$ cat config.mk
export PLATFORM = sky130hd
export DESIGN_NAME = vga_pattern_gen
export DESIGN_NICKNAME = d
export VERILOG_FILES = /design/src/rtl/vga_pattern_gen.sv
export SDC_FILE = /design/constraint.sdc
export NUM_CORES = 1
export LEC_CHECK = 0
export BUFFER_PORTS_ARGS = -buffer_cell sky130_fd_sc_hd__buf_2
export CAP_MARGIN = 20
export CORE_MARGIN = 2
export CORE_UTILIZATION = 40
export DETAILED_ROUTE_END_ITERATION = 12
export PLACE_DENSITY = 0.65
export SYNTH_ARGS = -nofsm -noshare
export SYNTH_HDL_FRONTEND = slang
export SYNTH_SLANG_ARGS = --single-unit
export TNS_END_PERCENT = 10
$ cat constraint.sdc
create_clock -name vga_clk -period 3.55 [get_ports vga_clk]
set_input_delay 1.065 -clock vga_clk [delete_from_list [all_inputs] [get_ports vga_clk]]
set_output_delay 1.065 -clock vga_clk [all_outputs]
set_load 0.01 [all_outputs]
$ cat src/rtl/vga_pattern_gen.sv
// VGA timing generator with a run-time selectable RGB565 test pattern.
// Every output is registered from the current counter state, so all outputs share one cycle of latency.
module vga_pattern_gen #(
  parameter int H_SYNC    = 96,
  parameter int H_BACK    = 48,
  parameter int H_VALID   = 640,
  parameter int H_FRONT   = 16,
  parameter int V_SYNC    = 2,
  parameter int V_BACK    = 33,
  parameter int V_VALID   = 480,
  parameter int V_FRONT   = 10,
  parameter int H_POL     = 0,
  parameter int V_POL     = 0,
  parameter int CNT_W     = 10,
  parameter int CHK_SHIFT = 5
) (
  input  logic             vga_clk,
  input  logic             sys_rst_n,
  input  logic [1:0]       mode,
  input  logic [15:0]      fg_color,
  output logic             hsync,
  output logic             vsync,
  output logic             de,
  output logic [CNT_W-1:0] pix_x,
  output logic [CNT_W-1:0] pix_y,
  output logic [15:0]      rgb,
  output logic             frame_start
);

  localparam int H_TOTAL = H_SYNC + H_BACK + H_VALID + H_FRONT;
  localparam int V_TOTAL = V_SYNC + V_BACK + V_VALID + V_FRONT;
  localparam int H_ACT_S = H_SYNC + H_BACK;
  localparam int V_ACT_S = V_SYNC + V_BACK;
  localparam int BAR_W   = H_VALID / 8;

  // Region bounds are one bit wider than the counters so a total of exactly 2^CNT_W still fits.
  localparam logic [CNT_W:0]   H_SYNC_E  = (CNT_W+1)'(H_SYNC);
  localparam logic [CNT_W:0]   V_SYNC_E  = (CNT_W+1)'(V_SYNC);
  localparam logic [CNT_W:0]   H_ACT_S_E = (CNT_W+1)'(H_ACT_S);
  localparam logic [CNT_W:0]   H_ACT_E_E = (CNT_W+1)'(H_ACT_S + H_VALID);
  localparam logic [CNT_W:0]   V_ACT_S_E = (CNT_W+1)'(V_ACT_S);
  localparam logic [CNT_W:0]   V_ACT_E_E = (CNT_W+1)'(V_ACT_S + V_VALID);
  localparam logic [CNT_W-1:0] H_ACT_S_N = CNT_W'(H_ACT_S);
  localparam logic [CNT_W-1:0] V_ACT_S_N = CNT_W'(V_ACT_S);
  localparam logic [CNT_W-1:0] H_LAST    = CNT_W'(H_TOTAL - 1);
  localparam logic [CNT_W-1:0] V_LAST    = CNT_W'(V_TOTAL - 1);
  localparam logic             H_ACT_LVL = (H_POL != 0);
  localparam logic             V_ACT_LVL = (V_POL != 0);

  logic [CNT_W-1:0] h_cnt;
  logic [CNT_W-1:0] v_cnt;
  logic [CNT_W:0]   h_ext;
  logic [CNT_W:0]   v_ext;
  logic             act;
  logic             at_origin;
  logic [CNT_W-1:0] x_d;
  logic [CNT_W-1:0] y_d;
  logic [2:0]       bar_idx;
  logic [15:0]      rgb_d;
  logic [1:0]       mode_r;
  logic [15:0]      color_r;

  assign h_ext     = {1'b0, h_cnt};
  assign v_ext     = {1'b0, v_cnt};
  assign act       = (h_ext >= H_ACT_S_E) && (h_ext < H_ACT_E_E) &&
                     (v_ext >= V_ACT_S_E) && (v_ext < V_ACT_E_E);
  assign at_origin = (h_cnt == '0) && (v_cnt == '0);

  always_ff @(posedge vga_clk or negedge sys_rst_n) begin
    if (!sys_rst_n) begin
      h_cnt <= '0;
      v_cnt <= '0;
    end else if (h_cnt == H_LAST) begin
      h_cnt <= '0;
      v_cnt <= (v_cnt == V_LAST) ? '0 : v_cnt + 1'b1;
    end else begin
      h_cnt <= h_cnt + 1'b1;
    end
  end

  // Pattern controls only change at the frame origin so a frame is never drawn half-and-half.
  always_ff @(posedge vga_clk or negedge sys_rst_n) begin
    if (!sys_rst_n) begin
      mode_r  <= 2'd0;
      color_r <= 16'h0000;
    end else if (at_origin) begin
      mode_r  <= mode;
      color_r <= fg_color;
    end
  end

  always_comb begin
    x_d = '0;
    y_d = '0;
    if (act) begin
      x_d = h_cnt - H_ACT_S_N;
      y_d = v_cnt - V_ACT_S_N;
    end
  end

  // Counting passed bar boundaries avoids a divider and saturates at 7 for the leftover pixels.
  always_comb begin
    bar_idx = 3'd0;
    for (int k = 1; k < 8; k++) begin
      if ({1'b0, x_d} >= (CNT_W+1)'(BAR_W * k)) bar_idx = 3'(k);
    end
  end

  always_comb begin
    rgb_d = 16'h0000;
    if (act) begin
      case (mode_r)
        2'd0: begin
          case (bar_idx)
            3'd0:    rgb_d = 16'hF800;
            3'd1:    rgb_d = 16'hFC00;
            3'd2:    rgb_d = 16'hFFE0;
            3'd3:    rgb_d = 16'h07E0;
            3'd4:    rgb_d = 16'h07FF;
            3'd5:    rgb_d = 16'h001F;
            3'd6:    rgb_d = 16'hF81F;
            default: rgb_d = 16'hFFFF;
          endcase
        end
        2'd1:    rgb_d = (x_d[CHK_SHIFT] ^ y_d[CHK_SHIFT]) ? 16'hFFFF : 16'h0000;
        2'd2:    rgb_d = color_r;
        default: rgb_d = {x_d[9:5], y_d[8:3], 5'h1F - x_d[9:5]};
      endcase
    end
  end

  always_ff @(posedge vga_clk or negedge sys_rst_n) begin
    if (!sys_rst_n) begin
      hsync       <= ~H_ACT_LVL;
      vsync       <= ~V_ACT_LVL;
      de          <= 1'b0;
      pix_x       <= '0;
      pix_y       <= '0;
      rgb         <= 16'h0000;
      frame_start <= 1'b0;
    end else begin
      hsync       <= (h_ext < H_SYNC_E) ? H_ACT_LVL : ~H_ACT_LVL;
      vsync       <= (v_ext < V_SYNC_E) ? V_ACT_LVL : ~V_ACT_LVL;
      de          <= act;
      pix_x       <= x_d;
      pix_y       <= y_d;
      rgb         <= rgb_d;
      frame_start <= at_origin;
    end
  end

endmodule

After elaboration in Yosys (flattened, before gate mapping) --
Index checks and enable logic that the tools add are counted.
Cells by class: bitwise gates (word level) 1, equality and inequality tests 10, reduce and logical (&&, ||, !) cells 8, order comparisons 13, add/subtract/negate cells 5, mux-type cells 17
Operators by type and width (number):
- $pmux 16 s7 | 1
- $pmux 16 s3 | 1
- $mux 10 | 4
- $mux 16 | 2
- $ge 10x8->1 const B | 3
- $ge 10x9->1 const B | 3
- $add 10x1->10 const B | 2
- $eq 10x10->1 const B | 2
- $logic_not 10->1 | 2
- $lt 10x10->1 const B | 2
- $mux 3 | 6
- $ge 10x10->1 const B | 1
- $ge 10x6->1 const B | 1
- $ge 10x7->1 const B | 1
- $lt 10x2->1 const B | 1
- $lt 10x7->1 const B | 1
- $sub 10x6->10 const B | 1
- $sub 10x8->10 const B | 1
- $eq 3x3->1 const B | 3
- $eq 3x2->1 const B | 2
- $sub 5x5->5 const A | 1
- $logic_and 1x1->1 | 4
- $eq 3x1->1 const B | 1
- $logic_not 3->1 | 1
- other kinds (5) | 7
Word-level totals: input port bits 20, word-level logic and storage cells 65, bits in registers 78, output and inout bits 40

Longest topological paths before layout --
Gate-level depths: netlist of run 1.
depth after elaboration 17, depth in mapped cells 12, gate-level depth less buffers 9

Least setup slack after synthesis of run 1 --
OpenSTA, ideal clock, no wires.
path type register to register, from reg h_cnt[4], to reg rgb[5], arrival 2.256 ns, setup time 0.142 ns, required time 3.408 ns, buffers on the path 3, cell stages (with the launch flop) 12, clock period less this slack 2.398 ns, setup slack 1.152 ns, path through dfrtp_1 buf_2 inv_1 ha_1 buf_2 buf_2 xor2_1 o32ai_1 a221oi_1 nand4b_1 a21oi_1 a221oi_1
On the way: longest elaborated chain between the ends 17, elaborated cells on any way between the ends 34, those cells by class add/sub: 1; order compare: 9; eq/ne: 6; mux: 13; bitwise: 1; reduce/logical: 4
RTL lines:
- start, declared | RTL line 50 | logic [CNT_W-1:0] h_cnt;
- start signal, assigned | RTL line 77 | h_cnt <= h_cnt + 1'b1;
- $ge 10x8->1 / $lt 10x10->1 (equally long branches) | RTL line 65 | assign act = (h_ext >= H_ACT_S_E) && (h_ext < H_ACT_E_E) &&
- $logic_and 1x1->1 (2 in a row) | RTL line 65
- $logic_and 1x1->1 | RTL line 66 | (v_ext >= V_ACT_S_E) && (v_ext < V_ACT_E_E);
- $mux 10 | RTL line 95 | if (act) begin
- $ge 10x7->1 | RTL line 105 | if ({1'b0, x_d} >= (CNT_W+1)'(BAR_W * k)) bar_idx = 3'(k);
- $mux 1 | RTL line 105
- $mux 3 (6 in a row) | RTL line 105
- $eq 3x3->1 (tied with other cells) | RTL line 114 | case (bar_idx)
- $pmux 16 s7 | RTL line 114
- $pmux 16 s3 | RTL line 112 | case (mode_r)
- $mux 16 (*) | RTL line 111 | if (act) begin
- net rgb_d[5] | RTL line 59 | logic [15:0] rgb_d;
- end signal, assigned | RTL line 147 | rgb <= rgb_d;
- end, declared | RTL line 26 | output logic [15:0] rgb,
Mark *: on every way through the listed nets, which the timed path passes. The rest lies on a longest branch. A chain may end at the register's enable or synchronous reset.

Final worst setup path of run 1 --
from reg h_cnt[4], to reg rgb[6]
Same word-level chain as after synthesis.

==> results of run 1 <==
[state kept, by name, summed over array words and instances, names as in the netlist]
register and count:
vsync 1, hsync 1, frame_start 1, color_r 16
pix_x 10, de 1, rgb 16, mode_r 2
v_cnt 10, h_cnt 10, pix_y 10
[final timing paths]
| path | start | endpoint | cells after the start |
|---|---|---|---|
| hold / removal | h_cnt[0] | h_cnt[0] | 1 |
| hold reg to reg | h_cnt[0] | h_cnt[0] | 1 |
| setup / recovery | h_cnt[4] | rgb[6] | 8 |
| setup reg to reg | h_cnt[4] | rgb[6] | 8 |
| min in group asynchronous | sys_rst_n | v_cnt[8] | 1 |
| max in group asynchronous | sys_rst_n | hsync | 2 |
[routing by layer]
metal | vias up | GRT usage | share of wire
met5 | - | 0 | 0
met4 | 0 | 0.0820 | 0.020
met3 | 16 | 0.0345 | 0.045
met2 | 82 | 0.267 | 0.47
met1 | 1486 | 0.244 | 0.46
li1 | 1507 | - | -
[layout make-up]
| cell class | count | area [um2] |
|---|---|---|
| Fill cell | 957 | 5120 |
| Multi-Input combinational cell | 280 | 1860 |
| Tap cell | 133 | 166 |
| Clock buffer | 9 | 124 |
| Timing Repair Buffer | 63 | 348 |
| Sequential cell | 78 | 1950 |
| Clock inverter | 7 | 98.8 |
| Inverter | 15 | 56.3 |
[cells in the final DEF (no fill, tap or decap), drive strengths merged, types with 3 or more instances in the layout]
master and n:
and3 6, a21o 4, a21oi 18, xnor2 12
inv 14, nor2b 3, nand2 31, a31oi 4
mux2 17, a221oi 5, ha 8, clkinv 5
a21boi 3, buf 63, or2 3, nor2 38
nand2b 6, or4 4, o21ai 39, nand4 4
nand3 7, nor3b 3, nor4b 3, xor2 8
clkbuf 9, nor3 13, nor4 4, and2 6
o22ai 3, dfrtp 76, a211oi 3
[per-stage QoR]
| step | hold slack, ps | instances |
|---|---|---|
| after floorplan | 432 | 401 |
| after global placement | 453 | 568 |
| after detailed placement | 452 | 568 |
| after CTS | 464 | 584 |
| after global routing | 486 | 585 |
| final | 462 | 585 |
[power groups by stage]
| stage | combinational, uW | clock (uW) | sequential, uW |
|---|---|---|---|
| after floorplan | 29.9 | 0 | 919 |
| after detailed placement | 61.7 | 0 | 924 |
| after global routing | 72.8 | 802 | 909 |
| after CTS | 61.6 | 765 | 907 |
| final | 63.5 | 744 | 907 |
| after global placement | 60.1 | 0 | 924 |
[cell families (layout without fill, tap and decap cells)]
kind of cell | Yosys count | in the layout | share of synthesized area
simple gates | 138 | 138 | 0.184
compound gates | 96 | 96 | 0.159
flops | 78 | 78 | 0.488
buf+inv | 43 | 94 | 0.0493
xor+xnor | 20 | 20 | 0.0437
mux | 18 | 18 | 0.0512
fa+ha+maj | 8 | 8 | 0.0250
[worst max-delay path, delay by kind of cell, from the launching register on]
kind                       cells  cell delay [ps]
adders and majority gates      1              440
and+or+nand+nor                3              730
AOI/OAI and AO/OA              3              730
buffers and inverters          1              220
DFF                            1              660
==> summary.md, run 1 <==
| Metric | Value |
|---|---|
| Logic pwr share | `0.037` |
| Crit share post-route | `0.820` |
| Drt pass-1 iters | `4` |
| Pint | `1320 uW` |
| Switching power | `393 uW` |
| DP Worst Slack | `679 ps` |
| Post-route setup slack | `640 ps` |
| Worst-margin pin slew | `786 ps` |
| Synth top area share | `0.475` |
| Vias in the first global route | `2,966` |
| Critical path data required time | `3780 ps` |
| CP arrival | `3140 ps` |
| Clock Sinks | `78` |
| Max VDD drop | `0.215 mV` |
| Leak | `0.00222 uW` |
| Die ar. | `0.0108 mm2` |
| Max clock buf depth | `2` |
| Crit-path max cell delay | `660 ps` |
| CP Cell Sequence | `inv_1 > ha_1 > nor2b_1 > nor3_1 > a311o_1 > nand4b_1 > a21oi_1 > a221oi_1` |
| Status | `complete, no violations` |
| Die H | `104 um` |
| Placed cell area | `0.00436 mm2` |
| Largest net degree at the start of global routing | `79` |
| DR vias | `3,091` |
| Fin crit period | `2910 ps` |
| Slowest CP cell | `dfrtp_1` |
| Synth area leader | `dfrtp_1` |
| WL final | `9.13 mm` |
| Post-synthesis instance area | `0.00401 mm2` |
| Clock Latency Late Sink | `360 ps` |
| Cell with the most instances after synthesis | `dfrtp_1` |
| IO Port Bufs | `59` |
| Fin area | `0.00461 mm2` |
| Total power | `1710 uW` |
| FMAX | `344 MHz` |
| Global-route wire length before repair | `15.3 mm` |
| Synth cell count leaders | `76 x dfrtp_1, 38 x nor2_1, 35 x o21ai_0, 31 x nand2_1, 18 x a21oi_1` |
| Yosys warns | `0` |
| Reg clk slew, reported paths | `80 ps` |
| Crit path max fanout | `17` |
| Number of synthesized flops with an enable pin | `0` |
| Site Rows | `36` |
| First DRT Iteration DRCs | `144` |
| DRC | `0` |
| Reg2Reg Setup Slack | `640 ps` |
| Reg power frac | `0.529` |
| Clock tree root driver cell | `clkbuf_8` |
| Antenna-violating nets left | `0` |
| Max-Cap Viols | `0` |
| Max-slew violations | `0` |
| Asr flop ratio synth | `1.00` |
| I/O pin count | `60` |
| CTS buffer count | `9` |
| Final core utilization | `0.474` |
| Layout cell share with drive strength beyond 1 | `0.250` |
| H-tree depth | `3` |
| # hold bufs at CTS | `0` |
| GRT overflow | `0` |
| Starting density of the core | `0.412` |
| WL per Instance | `15.6 um` |
| Die width | `104 um` |
| Primary FF master, synth | `dfrtp_1` |
| Cell Pwr Density | `372 mW/mm2` |
| RSZ-0062 raised after global routing | `false` |
| CP Launch Type | `flip-flop` |
| Cells after Synth | `401` |
| Top post-synthesis cells by area | `dfrtp_1 47%, mux2_2 4.8%, o21ai_0 4.4%` |
| Critical path class | `flip-flop to flip-flop` |
| Post-DP HPWL | `6.21 mm` |
| Clock Power Share | `0.434` |
| Switching share of total power | `0.230` |
| Mean post-synth cell area | `9.99 um2` |
| Slew HR | `0.471` |
| Nets | `475` |
| Hold Path Class | `flip-flop to flip-flop` |
| Final Hold Viols | `0` |
| Gpl congestion | `0.847` |
| Area growth syn-to-layout | `15.1%` |
| CP endpoint kind | `flip-flop` |
| Post-synthesis cell type count | `64` |
| Vias/cell | `5.28` |
| Overall Global Routing Usage | `0.177` |
| Fin Setup TNS | `0 ps` |
| FF+latch count, synth | `78` |
| Post-CTS Setup Repair Bufs | `0` |
| CTS tree | `built` |
| Ant diodes | `0` |
| Core area | `0.00973 mm2` |
| # resized after CTS | `0` |
| Post-synthesis sequential area ratio | `0.488` |
| Clock Skews | `6.92 ps` |
| Final Setup Violations | `0` |
| Initial antenna violation count | `0` |
| Mapped Nets | `429` |
Note: power is estimated with default switching activity, not from simulation.
==> run 2, diff against run 1 <==
==> constraint.sdc (replaced) <==
create_clock -name vga_clk -period 2.74 [get_ports vga_clk]
set_input_delay 0.822 -clock vga_clk [delete_from_list [all_inputs] [get_ports vga_clk]]
set_output_delay 0.822 -clock vga_clk [all_outputs]
set_load 0.01 [all_outputs]
==> run 2 against run 1 <==
- flip-flop and latch count is the same
- combinational power grew 28%
- clock skew grew 1.8 ps
- final area grew 1.2%
- power grew 23%
- die area is the same
- critical endpoint is now rgb[13]
- largest cell class unchanged
==> summary.md, run 2 (synthesis results as in run 1) <==
| Metric | Value |
|---|---|
| CP endpoint kind | `flip-flop` |
| Drt pass-1 iters | `4 (unchanged)` |
| Crit share post-route | `0.906 (+0.0861)` |
| IO Port Bufs | `59 (unchanged)` |
| Fillers | `935 (-2.3%)` |
| First DRT Iteration DRCs | `174 (+21%)` |
| Final Setup Violations | `0 (unchanged)` |
| Critical path data required time | `3010 ps (-770 ps)` |
| Reg clk slew, reported paths | `80 ps (about the same)` |
| Global-route wire length before repair | `15.7 mm (+2.8%)` |
| Vias in the first global route | `3,131 (+5.6%)` |
| CP Launch Type | `flip-flop` |
| Hold Path Class | `primary input to asynchronous set/reset pin` |
| Die H | `104 um (unchanged)` |
| Largest net degree at the start of global routing | `47 (-41%)` |
| Antenna-violating nets left | `0 (unchanged)` |
| R2R Path Start | `v_cnt[0]` |
| Clock Skews | `8.73 ps (+1.81 ps)` |
| Critical path origin | `v_cnt[0]` |
| Nets | `488 (+2.7%)` |
| Regs by FF count | `color_r (16), rgb (16)` |
| CTS buffer count | `9 (unchanged)` |
| H-tree depth | `3 (unchanged)` |
| CP arrival | `2760 ps (-380 ps)` |
| Slew HR | `0.518 (+0.0472)` |
| WL per Instance | `15.4 um (-1.1%)` |
| Cell Pwr Density | `453 mW/mm2 (+22%)` |
| Clock Sinks | `78 (unchanged)` |
| Starting density of the core | `0.412 (unchanged)` |
| Post-DP HPWL | `6.73 mm (+8.3%)` |
| Crit path max fanout | `11 (-6)` |
| Site Rows | `36 (unchanged)` |
| Fin area | `0.00467 mm2 (+1.2%)` |
| Gpl congestion | `0.944 (+11%)` |
| Commonest non-fill, non-tap cell in the layout | `dfrtp_1` |
| Post-CTS Setup Repair Bufs | `0 (unchanged)` |
| Commonest non-fill, non-tap cells in the layout | `76 x dfrtp_1, 58 x buf_2, 38 x nor2_1, 35 x o21ai_0, 31 x nand2_1` |
| Ant diodes | `0 (unchanged)` |
| Max-slew violations | `0 (unchanged)` |
| Status | `complete, no violations` |
| DR vias | `3,139 (+1.6%)` |
| WL final | `9.22 mm (+1.1%)` |
| # hold bufs at CTS | `0 (unchanged)` |
| DRC | `0 (unchanged)` |
| Max-Cap Viols | `0 (unchanged)` |
| CTS tree | `built` |
| FMAX | `403 MHz (+17%)` |
| Clock tree root driver cell | `clkbuf_8` |
| GRT overflow | `0 (unchanged)` |
| Worst-margin pin slew | `723 ps (-63.6 ps)` |
| Final Hold Viols | `0 (unchanged)` |
| Die width | `104 um (unchanged)` |
| Overall Global Routing Usage | `0.180 (+0.00329)` |
| Hold slack | `454 ps (-8.11 ps)` |
| Area growth syn-to-layout | `16.5%` |
| Vias/cell | `5.25 (-0.65%)` |
| # resized after CTS | `0 (unchanged)` |
| Final core utilization | `0.480 (+0.00579)` |
| Max clock buf depth | `2 (unchanged)` |
| Fin crit period | `2480 ps (-428 ps)` |
| I/O pin count | `60 (unchanged)` |
| RSZ-0062 raised after global routing | `false` |
| Reg2Reg Setup Slack | `260 ps (-380 ps)` |
| Clock Latency Late Sink | `360 ps (about the same)` |
| Max VDD drop | `0.291 mV (+36%)` |
| Leak | `0.00226 uW (+1.6%)` |
| Die ar. | `0.0108 mm2 (unchanged)` |
| Layout cell share with drive strength beyond 1 | `0.271 (+0.0210)` |
| Placed cell area | `0.00447 mm2 (+2.4%)` |
| Core area | `0.00973 mm2 (unchanged)` |
| Fin Setup TNS | `0 ps (unchanged)` |
| Critical path class | `flip-flop to flip-flop` |
| Initial antenna violation count | `0 (unchanged)` |
## run 2: changes by cell type in the layout (fill, tap and decap cells not counted)
cell	change
clkinv_4	-1
ha_2	+1
inv_6	+1
clkinv_2	-1
clkinvlp_4	+1
buf_4	+14
bufinv_16	-1
buf_16	-1
ha_1	-1
clkbuf_1	+1
## run 2: layout make-up
type	instances	area, um2	share of cell area
Tap cell	133	166	0.0357
Inverter	15	56.3	0.0121
Multi-Input combinational cell	280	1870	0.400
Clock buffer	10	128	0.0273
Clock inverter	6	71.3	0.0153
Timing Repair Buffer	76	425	0.0912
Sequential cell	78	1950	0.419
## run 2: power breakdown
part | switching, uW | internal (uW)
logic | 50.3 | 31.0
registers | 9.93 | 1160
clock network | 431 | 427
total | 491 | 1620
## run 2: worst paths after layout
path | end | cells after the start
worst max-delay path | rgb[13] | 7
worst min-delay path | v_cnt[3] | 1
worst max register to register | rgb[13] | 7
worst min register to register | h_cnt[0] | 1
max in group asynchronous | frame_start | 2
min in group vga_clk | h_cnt[0] | 1
## run 2: layer usage
metal | GRT usage | wire (um)
met3 | 0.0351 | 370
met2 | 0.283 | 4410
met5 | 0 | 0
met4 | 0.0743 | 200
met1 | 0.244 | 4240
## run 2: worst max-delay path, stage by stage, from the launching register on
cell	delay, ps
dfrtp_1	480
ha_1	320
or4_4	580
o22ai_1	240
nand3_2	120
inv_1	300
o21ai_0	180
a21oi_1	180
## run 2: through the flow
step | instances | total power (uW) | setup slack, ps
6_report | 598 | 2110 | 258
5_1_grt | 598 | 2210 | 89.9
4_1_cts | 598 | 2140 | 122
3_5_place_dp | 582 | 1280 | 136
3_3_place_gp | 582 | 1280 | 294
2_1_floorplan | 401 | 1230 | 342
==> run 3, diff against run 2 <==
--- a/config.mk
+++ b/config.mk
@@ -10,6 +10,7 @@
 export CORE_MARGIN = 2
 export CORE_UTILIZATION = 40
 export DETAILED_ROUTE_END_ITERATION = 12
+export MAX_ROUTING_LAYER = met4
 export PLACE_DENSITY = 0.65
 export SYNTH_ARGS = -nofsm -noshare
 export SYNTH_HDL_FRONTEND = slang
==> run 3 against run 2 <==
- combinational power up 5.5%
- critical path depth unchanged
- final area down 0.59%
- utilization down 0.28 points
- sequential power about the same
- register-to-register slack better by 40 ps
- cell count down 0.17%
- die area unchanged
- clock skew up 3.8 ps
- global-route usage up 0.80 points
- count of clock-buffer cells in the layout unchanged
- largest cell class unchanged
- largest power group unchanged
- highest routed layer unchanged
==> summary.md, run 3 (synthesis results as in run 1) <==
| Metric | Value |
|---|---|
| Status | `complete, no violations` |
| Fin Setup TNS | `0 ps (unchanged)` |
| DRC | `0 (unchanged)` |
| Commonest non-fill, non-tap cells in the layout | `76 x dfrtp_1, 58 x buf_2, 38 x nor2_1, 35 x o21ai_0, 31 x nand2_1` |
| Cell Pwr Density | `439 mW/mm2 (-2.9%)` |
| FF-to-FF path depth | `7 (unchanged)` |
| Global-route wire length before repair | `15.8 mm (+0.62%)` |
| Max VDD drop | `0.238 mV (-18%)` |
| Antenna-violating nets left | `0 (unchanged)` |
| Clock Latency Late Sink | `360 ps (about the same)` |
| Hold-critical path depth | `1` |
| Area growth syn-to-layout | `15.8%` |
| IO Port Bufs | `59 (unchanged)` |
| Fin crit period | `2440 ps (-42.9 ps)` |
| Nets | `487 (-0.20%)` |
| CTS buffer count | `9 (unchanged)` |
| Max clock buf depth | `2 (unchanged)` |
| Core area | `0.00973 mm2 (unchanged)` |
| WL per Instance | `15.9 um (+2.9%)` |
| Clock tree root driver cell | `clkbuf_8` |
| Critical path class | `flip-flop to flip-flop` |
| DR vias | `3,172 (+1.1%)` |
| Regs by FF count | `color_r (16), rgb (16)` |
| Crit share post-route | `0.890 (-0.0157)` |
| Max-slew violations | `0 (unchanged)` |
| CP endpoint kind | `flip-flop` |
| Largest net degree at the start of global routing | `59 (+26%)` |
| Fin area | `0.00464 mm2 (-0.59%)` |
| First DRT Iteration DRCs | `189 (+8.6%)` |
| CP arrival | `2720 ps (-40 ps)` |
| Worst-margin pin slew | `739 ps (+16.1 ps)` |
| Clock Sinks | `78 (unchanged)` |
| Critical path data required time | `3020 ps (about the same)` |
| Starting density of the core | `0.412 (unchanged)` |
| Placed cell area | `0.00446 mm2 (-0.17%)` |
| CP Cell Sequence | `ha_1 > or4_4 > o22ai_1 > nand3_2 > inv_1 > o21ai_2 > a21oi_1` |
| Post-DP HPWL | `6.67 mm (-0.79%)` |
| CP Launch Type | `flip-flop` |
| Commonest non-fill, non-tap cell in the layout | `dfrtp_1` |
| Site Rows | `36 (unchanged)` |
| Initial antenna violation count | `0 (unchanged)` |
| I/O pin count | `60 (unchanged)` |
| CTS tree | `built` |
| Slew HR | `0.508 (-0.0108)` |
| H-tree depth | `3 (unchanged)` |
| Max-Cap Viols | `0 (unchanged)` |
| GRT overflow | `0 (unchanged)` |
| Clock Skews | `12.6 ps (+3.84 ps)` |
| Vias in the first global route | `3,072 (-1.9%)` |
| Overall Global Routing Usage | `0.188 (+0.00804)` |
| Layout cell share with drive strength beyond 1 | `0.272 (+0.000584)` |
| FMAX | `410 MHz (+1.8%)` |
| RSZ-0062 raised after global routing | `false` |
| Hold Path Class | `flip-flop to flip-flop` |
| # hold bufs at CTS | `0 (unchanged)` |
| Gpl congestion | `0.973 (+3.0%)` |
| Ant diodes | `0 (unchanged)` |
| Drt pass-1 iters | `5 (+1)` |
| Leak | `0.00225 uW (-0.51%)` |
| Die width | `104 um (unchanged)` |
| Final Hold Viols | `0 (unchanged)` |
| Die H | `104 um (unchanged)` |
| WL final | `9.47 mm (+2.7%)` |
| Post-CTS Setup Repair Bufs | `0 (unchanged)` |
| Vias/cell | `5.31 (+1.2%)` |
| Crit-path max cell delay | `570 ps (about the same)` |
| Crit path max fanout | `11 (unchanged)` |
| Reg clk slew, reported paths | `90 ps (about the same)` |
| # resized after CTS | `0 (unchanged)` |
| Slowest CP cell | `or4_4` |
| Final Setup Violations | `0 (unchanged)` |
| Die ar. | `0.0108 mm2 (unchanged)` |
-- run 3: changes by cell type in the layout (fill, tap and decap cells not counted), sizes merged --
| cell | change |
|---|---|
| clkinv | +2 |
| buf | -1 |
| bufinv | -1 |
| clkinvlp | -1 |
-- run 3: final timing paths --
kind	startpoint	endpoint	slack, ps
max in group asynchronous	sys_rst_n	color_r[7]	1560
setup reg to reg	v_cnt[0]	rgb[3]	300
hold reg to reg	h_cnt[0]	h_cnt[0]	460
hold / removal	h_cnt[0]	h_cnt[0]	460
setup / recovery	v_cnt[0]	rgb[3]	300
min in group asynchronous	sys_rst_n	v_cnt[0]	520
-- run 3: where the power goes --
group / internal [uW] / switching [uW] / total (uW)
registers: 1160 / 7.60 / 1170
clock network: 335 / 446 / 781
logic: 31.3 / 54.6 / 85.9
total: 1530 / 508 / 2040
-- run 3: cell type report --
class | instances | area, um2
inverters | 15 | 56.3
fillers | 977 | 5090
clock buffers | 10 | 128
multi-input cells | 280 | 1870
well taps | 133 | 166
flip-flops and latches | 78 | 1950
clock inverters | 6 | 47.5
repair buffers | 75 | 418
-- run 3: through the flow --
stage	setup WS, ps	total power (uW)	instances	utilization	hold WS (ps)
3_3_place_gp	250	1280	581	0.458	453
6_report	301	2040	597	0.477	457
5_1_grt	109	2130	597	0.477	489
3_5_place_dp	96.9	1280	581	0.458	450
4_1_cts	74.1	2070	597	0.476	461
2_1_floorplan	342	1230	401	-	432
-- run 3: worst max-delay path, delay by kind of cell (launching register included) --
family / cells / cell delay [ps]
simple gates: 2 / 690
compound gates: 3 / 570
flops: 1 / 480
fa+ha+maj: 1 / 320
buf+inv: 1 / 300
-- run 3: routing by layer --
| layer | GRT usage | wire [um] | part of all wire | up-vias |
|---|---|---|---|---|
| li1 | - | - | - | 1527 |
| met1 | 0.254 | 4440 | 0.47 | 1526 |
| met2 | 0.279 | 4490 | 0.47 | 105 |
| met3 | 0.0407 | 398 | 0.042 | 14 |
| met4 | 0.0676 | 140 | 0.015 | 0 |
| met5 | - | 0 | 0 | - |
